$ cat src/rtl/mavg_pkg.sv
// Shared types and constants for the moving-average sequencer.
package mavg_pkg;

  localparam int WIN_W         = 8;
  localparam int DATA_W        = 32;
  localparam int WIN_RST_DEF   = 120;
  localparam int FLUSH_CYC_DEF = 2;
  localparam int DP_LAT_DEF    = 1;

  typedef enum logic [2:0] {
    ST_IDLE  = 3'd0,
    ST_FLUSH = 3'd1,
    ST_FILL  = 3'd2,
    ST_RUN   = 3'd3,
    ST_DRAIN = 3'd4
  } state_t;

  // A zero window is meaningless for the datapath; treat it as one sample.
  function automatic logic [WIN_W-1:0] coerce_win(input logic [WIN_W-1:0] w);
    return (w == '0) ? WIN_W'(1) : w;
  endfunction

endpackage

$ cat src/rtl/mavg_tag_pipe.sv
// 1-bit shift line carrying "emit this result" tags alongside the datapath.
module mavg_tag_pipe #(
  parameter int DEPTH = 3
) (
  input  logic clk,
  input  logic clr,
  input  logic tag_in,
  output logic tag_out
);

  logic [DEPTH-1:0] line_q;

  // Shift one stage per cycle; clear drops every tag still in flight.
  always_ff @(posedge clk) begin
    if (clr) begin
      line_q <= '0;
    end else begin
      line_q <= {line_q[DEPTH-2:0], tag_in};
    end
  end

  assign tag_out = line_q[DEPTH-1];

endmodule

$ cat src/rtl/mavg_ctrl.sv
// Sequencer for the moving-average datapath: streams samples in, flushes the
// datapath on window changes and hides warm-up results until the window fills.
//
// Handshake: a sample is accepted on a rising edge where s_valid && s_ready;
// s_ready depends only on the current state (FILL or RUN), never on s_valid.
// m_valid is a single-cycle pulse with no backpressure.
module mavg_ctrl
  import mavg_pkg::*;
#(
  parameter int DP_LAT    = DP_LAT_DEF,
  parameter int WIN_RST   = WIN_RST_DEF,
  parameter int FLUSH_CYC = FLUSH_CYC_DEF
) (
  input  logic              clk,
  input  logic              nRST,
  input  logic [WIN_W-1:0]  cfg_win,
  input  logic              cfg_load,
  input  logic              start,
  input  logic              stop,
  input  logic              s_valid,
  input  logic [DATA_W-1:0] s_data,
  output logic              s_ready,
  output logic              m_valid,
  output logic [DATA_W-1:0] m_data,
  output logic [DATA_W-1:0] dp_data_in,
  output logic              dp_e_in,
  output logic [WIN_W-1:0]  dp_mask,
  output logic              dp_nrst,
  input  logic [DATA_W-1:0] dp_data_out,
  output logic              busy,
  output logic              filled,
  output logic [31:0]       sample_cnt,
  output state_t            dbg_state
);

  localparam int              TAG_DEPTH  = DP_LAT + 2;
  localparam logic [7:0]      FLUSH_LAST = 8'(FLUSH_CYC - 1);
  localparam logic [7:0]      DRAIN_LAST = 8'(TAG_DEPTH - 1);
  localparam logic [WIN_W-1:0] WIN_INIT  = WIN_W'(WIN_RST);

  state_t            state_q, state_n;
  logic [7:0]        cyc_q, cyc_n;
  logic [WIN_W-1:0]  win_q, win_n;
  logic              pend_q, pend_n;
  logic [WIN_W-1:0]  fill_q;
  logic [WIN_W:0]    fill_inc;
  logic              fill_done;
  logic              accept;
  logic              tag_in;
  logic              tag_out;

  assign accept    = s_valid && s_ready;
  assign win_n     = cfg_load ? coerce_win(cfg_win) : win_q;
  assign fill_inc  = {1'b0, fill_q} + (WIN_W+1)'(1);
  assign fill_done = fill_inc >= {1'b0, win_q};

  // Next-state logic; stop outranks cfg_load, both outrank the fill edge.
  always_comb begin
    state_n = state_q;
    cyc_n   = cyc_q;
    case (state_q)
      ST_IDLE: begin
        if (start) begin
          state_n = ST_FLUSH;
          cyc_n   = '0;
        end
      end
      ST_FLUSH: begin
        if (cyc_q == FLUSH_LAST) begin
          state_n = (win_n == WIN_W'(1)) ? ST_RUN : ST_FILL;
          cyc_n   = '0;
        end else begin
          cyc_n = cyc_q + 8'd1;
        end
      end
      ST_FILL: begin
        if (stop || cfg_load) begin
          state_n = ST_DRAIN;
          cyc_n   = '0;
        end else if (accept && fill_done) begin
          state_n = ST_RUN;
        end
      end
      ST_RUN: begin
        if (stop || cfg_load) begin
          state_n = ST_DRAIN;
          cyc_n   = '0;
        end
      end
      ST_DRAIN: begin
        if (cyc_q == DRAIN_LAST) begin
          state_n = (pend_q || cfg_load) ? ST_FLUSH : ST_IDLE;
          cyc_n   = '0;
        end else begin
          cyc_n = cyc_q + 8'd1;
        end
      end
      default: begin
        state_n = ST_IDLE;
        cyc_n   = '0;
      end
    endcase
  end

  // Pending-reconfiguration flag: set by cfg_load while a run is active,
  // cleared by stop and consumed when DRAIN finishes.
  always_comb begin
    pend_n = pend_q;
    case (state_q)
      ST_FILL, ST_RUN: begin
        if (stop)          pend_n = 1'b0;
        else if (cfg_load) pend_n = 1'b1;
      end
      ST_FLUSH: begin
        if (cfg_load) pend_n = 1'b1;
      end
      ST_DRAIN: begin
        if (cyc_q == DRAIN_LAST) pend_n = 1'b0;
        else if (cfg_load)       pend_n = 1'b1;
      end
      default: pend_n = 1'b0;
    endcase
  end

  // State, phase counter, window and pending registers.
  always_ff @(posedge clk) begin
    if (!nRST) begin
      state_q <= ST_IDLE;
      cyc_q   <= '0;
      win_q   <= WIN_INIT;
      pend_q  <= 1'b0;
    end else begin
      state_q <= state_n;
      cyc_q   <= cyc_n;
      win_q   <= win_n;
      pend_q  <= pend_n;
    end
  end

  // Fill and sample counters: cleared throughout FLUSH, advanced per accept.
  always_ff @(posedge clk) begin
    if (!nRST) begin
      fill_q     <= '0;
      sample_cnt <= '0;
    end else if (state_q == ST_FLUSH) begin
      fill_q     <= '0;
      sample_cnt <= '0;
    end else if (accept) begin
      sample_cnt <= sample_cnt + 32'd1;
      if (fill_q < win_q) fill_q <= fill_q + WIN_W'(1);
    end
  end

  // Datapath drive: registered sample, one-cycle enable, flush reset.
  always_ff @(posedge clk) begin
    if (!nRST) begin
      dp_data_in <= '0;
      dp_e_in    <= 1'b0;
      dp_nrst    <= 1'b0;
    end else begin
      dp_e_in <= accept;
      dp_nrst <= (state_n != ST_FLUSH);
      if (accept) dp_data_in <= s_data;
    end
  end

  // A result is worth forwarding only once the window holds real samples.
  assign tag_in = accept && ((state_q == ST_RUN) ||
                             (state_q == ST_FILL && state_n == ST_RUN));

  mavg_tag_pipe #(
    .DEPTH (TAG_DEPTH)
  ) u_tag_pipe (
    .clk     (clk),
    .clr     (!nRST),
    .tag_in  (tag_in),
    .tag_out (tag_out)
  );

  // Capture the datapath result when its tag leaves the delay line.
  always_ff @(posedge clk) begin
    if (!nRST) begin
      m_valid <= 1'b0;
      m_data  <= '0;
    end else begin
      m_valid <= tag_out;
      if (tag_out) m_data <= dp_data_out;
    end
  end

  assign s_ready   = (state_q == ST_FILL) || (state_q == ST_RUN);
  assign busy      = (state_q != ST_IDLE);
  assign filled    = (state_q == ST_RUN);
  assign dp_mask   = win_q;
  assign dbg_state = state_q;

endmodule

$ cat config.mk
export PLATFORM = sky130hd
export DESIGN_NAME = mavg_ctrl
export DESIGN_NICKNAME = d
export VERILOG_FILES = /design/src/rtl/mavg_pkg.sv /design/src/rtl/mavg_tag_pipe.sv /design/src/rtl/mavg_ctrl.sv
export SDC_FILE = /design/constraint.sdc
export NUM_CORES = 1
export LEC_CHECK = 0
export BUFFER_PORTS_ARGS = -buffer_cell sky130_fd_sc_hd__buf_2
export CAP_MARGIN = 15
export CORE_UTILIZATION = 42
export DETAILED_ROUTE_END_ITERATION = 16
export PLACE_DENSITY = 0.68
export SLEW_MARGIN = 20
export SYNTH_ARGS = -nofsm -noshare
export SYNTH_HDL_FRONTEND = slang
export SYNTH_SLANG_ARGS = --single-unit
export TNS_END_PERCENT = 30
$ cat constraint.sdc
create_clock -name clk -period 3.36 [get_ports clk]
set_input_delay 0.672 -clock clk [delete_from_list [all_inputs] [get_ports clk]]
set_output_delay 0.672 -clock clk [all_outputs]
set_load 0.05 [all_outputs]
======== Word level (Yosys, flattened, before mapping) ========
Index checks and enable logic that the tools add are counted.
W data, S select, Z words.
word-level totals
  input bits .............................. 78
  flip-flop bits (word level) ............. 130
  output and inout port bits .............. 113
  logic and storage cells ................. 65
operators by class
  muxes and demuxes ....................... 20
  reduce and logical (&&, ||, !) cells .... 15
  eq/ne operators ......................... 11
  bitwise gates (word level) .............. 1
  add/sub/neg operators ................... 4
  magnitude comparators ................... 2
operators by type and width
  cell                     count
  $mux W8                  6
  $add A32 B1 Y32 const B  1
  $pmux W8 S4              1
  $mux W3                  6
  $add A8 B1 Y8 const B    2
  $eq A8 B1 Y1 const B     2
  $pmux W3 S5              1
  $add A8 B1 Y9 const B    1
  $eq A3 B2 Y1 const B     3
  $ge A9 B8 Y1             1
  $eq A8 B2 Y1 const B     1
  $logic_not A8 Y1         1
  $lt A8 B8 Y1             1
  $mux W1                  5
  $logic_and A1 B1 Y1      4
  $logic_or A1 B1 Y1       4
  $reduce_and A2 Y1        2
  $reduce_or A2 Y1         2
  $eq A3 B1 Y1 const B     1
  $eq A3 B3 Y1 const B     1
  $logic_not A3 Y1         1
  $ne A3 B1 Y1 const B     1
  $pmux W1 S3              1
  $reduce_bool A3 Y1       1
  other kinds (3)          3

======== Depth between registers and ports, before layout ========
  word-level depth ........................ 11
  gate-level depth with buffers ........... 11
  depth with buffers taken out ............ 11

======== Cells and area by module ========
From an unflattened synthesis, not the netlist that was laid out.
unflattened totals
  cell total of the unflattened synthesis .. 636
  area, all modules ....................... 5580.4 µm²
modules (own cells, without submodules)
  module         area each (µm²)  cells an instance  sequential area each (µm²)  times used
  mavg_ctrl      5501.5           630                2542.4                      1
  mavg_tag_pipe  78.8             6                  60.1                        1

======== Worst setup path before layout ========
No wires, ideal clock.
  path type ............................... reg-to-reg
  start ................................... reg fill_q[0]
  end ..................................... reg dp_nrst
  arrival ................................. 2.825 ns
  library setup time ...................... 0.059 ns
  path slack .............................. 0.476 ns
  stages on the path, launching flop included .. 12
  required time ........................... 3.301 ns
  buffers on the path ..................... 0
  period minus slack after synthesis ...... 2.884 ns
  cells stage by stage .................... dfxtp_1 ha_1 nand3_1 or2_2 xnor2_1 ha_1 a21o_1 a21oi_1 o31a_1 or3b_2 a211oi_1 o31a_1
between the ends
  cells in the longest elaborated chain, start to end .. 7
RTL lines
  what                      RTL line          source
  start: declaration        mavg_ctrl.sv:45   logic [WIN_W-1:0] fill_q;
  start signal: assignment  mavg_ctrl.sv:150  if (fill_q < win_q) fill_q <= fill_q + WIN_W'(1);
  $add A8 B1 Y9             mavg_ctrl.sv:54   assign fill_inc = {1'b0, fill_q} + (WIN_W+1)'(1);
  via fill_inc[6]           mavg_ctrl.sv:46   logic [WIN_W:0] fill_inc;
  $ge A9 B8 Y1              mavg_ctrl.sv:55   assign fill_done = fill_inc >= {1'b0, win_q};
  $logic_and A1 B1 Y1       mavg_ctrl.sv:80   end else if (accept && fill_done) begin
  $mux W3                   mavg_ctrl.sv:80
  $mux W3                   mavg_ctrl.sv:77   if (stop || cfg_load) begin
  $pmux W3 S5               mavg_ctrl.sv:61   case (state_q)
  $ne A3 B1 Y1              mavg_ctrl.sv:162  dp_nrst <= (state_n != ST_FLUSH);
  end signal: assignment    mavg_ctrl.sv:162
  end: declaration          mavg_ctrl.sv:28   output logic dp_nrst,
The timed path passes the listed nets, and every way through them passes these cells.
A chain may end at the register's enable or synchronous reset.

======== Final worst setup path ========
Ends and elaborated chain as after synthesis.

==> run summary <==
outcome = completed
DRC viols = 0
drt total wl = 13420 µm
R2R depth = 11
Worst Hold End = u_tag_pipe.line_q[2]
# rows = 42
CTS buffer count = 17
max cap viols = 0
number of global-route vias before repair = 4781
fin nets = 913
Die Wd = 118.8 µm
Post-Synth XOR/XNOR Area = 6.270%
most common cell in the netlist = dfxtp_1
Post-DP Area = 6819 µm²
Critical Path AT = 3.38 ns
Final Util = 55.91%
Skew-Pair Late Insertion Delay = 0.41 ns
hold_ws = 0.4343 ns
routed vias = 4939
Setup Fix Bufs, Post-CTS = 0
Hold Crit Class = register to register
CTS Hold Bufs = 0
Mapped Cells = 631
critical path class = register to register
Area contributors post-synth = dfxtp_1 45%, nand2_1 6.3%, mux2i_1 6.1%, nor2b_1 4.7%, a21boi_0 4.6%
Worst EP required = 3.70 ns
Lkg Pwr = 3.210 nW
global route total overflow = 0
number of flops mapped to enable cells by yosys = 0
Final setup violation count = 0
Max clock buf depth = 2
crit path max fanout = 6
DR pass1 iterations = 4
htree depth = 4
startpoint types = register
CTS root buf = clkbuf_16
Avg Inst Size Synth = 9.076 µm²
CTS tree = done
top cells by count, synth = 130 x dfxtp_1, 96 x nand2_1, 47 x nor2_1
post-synthesis net count = 730
Slew @ Worst Pin = 1.002 ns
hold path depth = 1
total track usage = 19.41%
placer congestion estimate = 0.8438
Critical Path Sink Type = register
final antenna-violating net count = 0
worst flop-to-flop path endpoint = dp_nrst
Detail Placement HPWL = 9710 µm
complex-gate fraction of the synthesized area = 11.38%
largest family of logic cells by synthesized area = simple AND/OR/NAND/NOR gates
Syn. warnings = 0
Hold Fails Final Rpt = 0
flops & latches, synth = 130
Top FF cell, synth = dfxtp_1
Diodes inserted = 0
FMAX = 0.3294 GHz
Power per Cell Area = 498.0 nW/µm²
Die H = 118.8 µm
layout cell share with drive strength beyond 1 = 28.19%
core area = 13300 µm²
Design Power = 3.702 mW
R2R setup slack = 0.32 ns
clock skew = 0.007571 ns
multiplexer share of the synthesized area = 6.118%
area leader, netlist = dfxtp_1
Max stage delay on crit path = 0.45 ns
RSZ-0062 raised after global routing = false
wire length per cell = 13.44 µm
ys async rst share = 0%
register area share after synthesis = 45.44%
Netlist cell types = 50
fin crit share = 90.34%
fin area = 7433 µm²
die area = 14110 µm²
Post-Synth Simple-Gate Area = 23.22%
Layout area overhead = 29.80%
worst r2r src = fill_q[0]
CP max stage cell = or3b_2
synthesized area = 5727 µm²
first-pass GRT wire length = 22030 µm
Buffers on Ports = 190
largest net degree at the start of global routing = 41
Iter 0 DRT Violations = 251
minimum clock period = 3.035 ns
Rel. slew slack = 33.18%
Post-Synth Adder-Cell Area = 4.588%
clk sinks = 130
VDD IR max = 0.0003511 V
Yosys top cell area share = 45.44%
Vias/cell = 4.944
Initial Util = 43.07%
Ports = 191
hold wc startpoint = u_tag_pipe.line_q[1]
CTS resizes = 0
setup TNS = 0 ns
initial antenna violation count = 0
critical path cell sequence = ha_1, nand3_1, or2_2, xnor2_1, ha_1, a21o_1, a21oi_1, o31a_1, or3b_2, a211oi_2, o31a_1
clk slew on worst S/H paths = 0.05 ns
final slew viol count = 0
-- routing by layer --
| layer | global-route usage (%) | share of wire [%] |
|---|---|---|
| met1 | 22.56 | 44 |
| met3 | 5.405 | 4.2 |
| met4 | 6.646 | 1.2 |
| met5 | 0 | 0 |
| met2 | 34.03 | 51 |
-- per-stage QoR --
stage | worst slack [ns] | instances
finish | 0.3245 | 999
global route | 0.1165 | 999
CTS | 0.2654 | 999
detailed placement | 0.3091 | 971
global placement | 0.3992 | 971
floorplan | 0.4756 | 631
-- sequential cells by signal, summed over array words and instances (netlist names), 3 cells and up --
signal and count:
dp_data_in 32, m_data 32, sample_cnt 32, cyc_q 8
dp_mask 8, fill_q 8, dbg_state 3, u_tag_pipe.line_q 3
-- kinds of logic (layout without fill, tap and decap cells) --
family	count (synthesis)	in the layout
xor gates and xnor gates	41	41
adders and majority gates	21	21
muxes	35	35
buffers and inverters	43	235
AOI/OAI and AO/OA	92	92
and+or+nand+nor	269	269
DFF	130	130
-- layout make-up --
class                           count  area, µm²
Clock buffer                       24      511.7
Clock inverter                      4      97.59
Fill cell                        1225       5862
Inverter                           10      37.54
Multi-Input combinational cell    458       2959
Sequential cell                   130       2604
Tap cell                          176      220.2
Timing Repair Buffer              197       1003
-- cells in the final DEF, fill, tap and decap left out, drive strengths merged, types with 14 or more instances in the layout --
| master | instances |
|---|---|
| buf | 197 |
| dfxtp | 130 |
| nand2 | 96 |
| nor2 | 47 |
| nor2b | 44 |
| mux2i | 35 |
| a21boi | 35 |
| xor2 | 29 |
| clkbuf | 24 |
| ha | 21 |
| nand3 | 15 |
| a21oi | 15 |
| and3 | 14 |
-- where the power goes --
part           leakage, nW  switching, mW  internal [mW]  total (mW)
combinational         1.86          0.151         0.0926       0.244
clock                0.296          0.614           1.27        1.88
sequential            1.05         0.0165           1.56        1.57
-- worst max-delay path: cells and delay by family, from the launching register on --
family,cells,cell delay (ns)
flops,1,0.41
fa+ha+maj,2,0.53
compound gates,5,0.92
simple gates,3,0.92
xor+xnor,1,0.20
-- worst max path at each step --
stage          slack (ns)      start                   end  cells after the start
2_1_floorplan        0.48  fill_q[0]               dp_nrst                     11
3_3_place_gp         0.40  fill_q[0]               dp_nrst                     11
3_5_place_dp         0.31  fill_q[0]               dp_nrst                     11
4_1_cts              0.27  fill_q[0]               dp_nrst                     11
5_1_grt              0.12  fill_q[0]  u_tag_pipe.line_q[0]                     11
6_report             0.32  fill_q[0]               dp_nrst                     11
(Power assumes the default switching activity.)
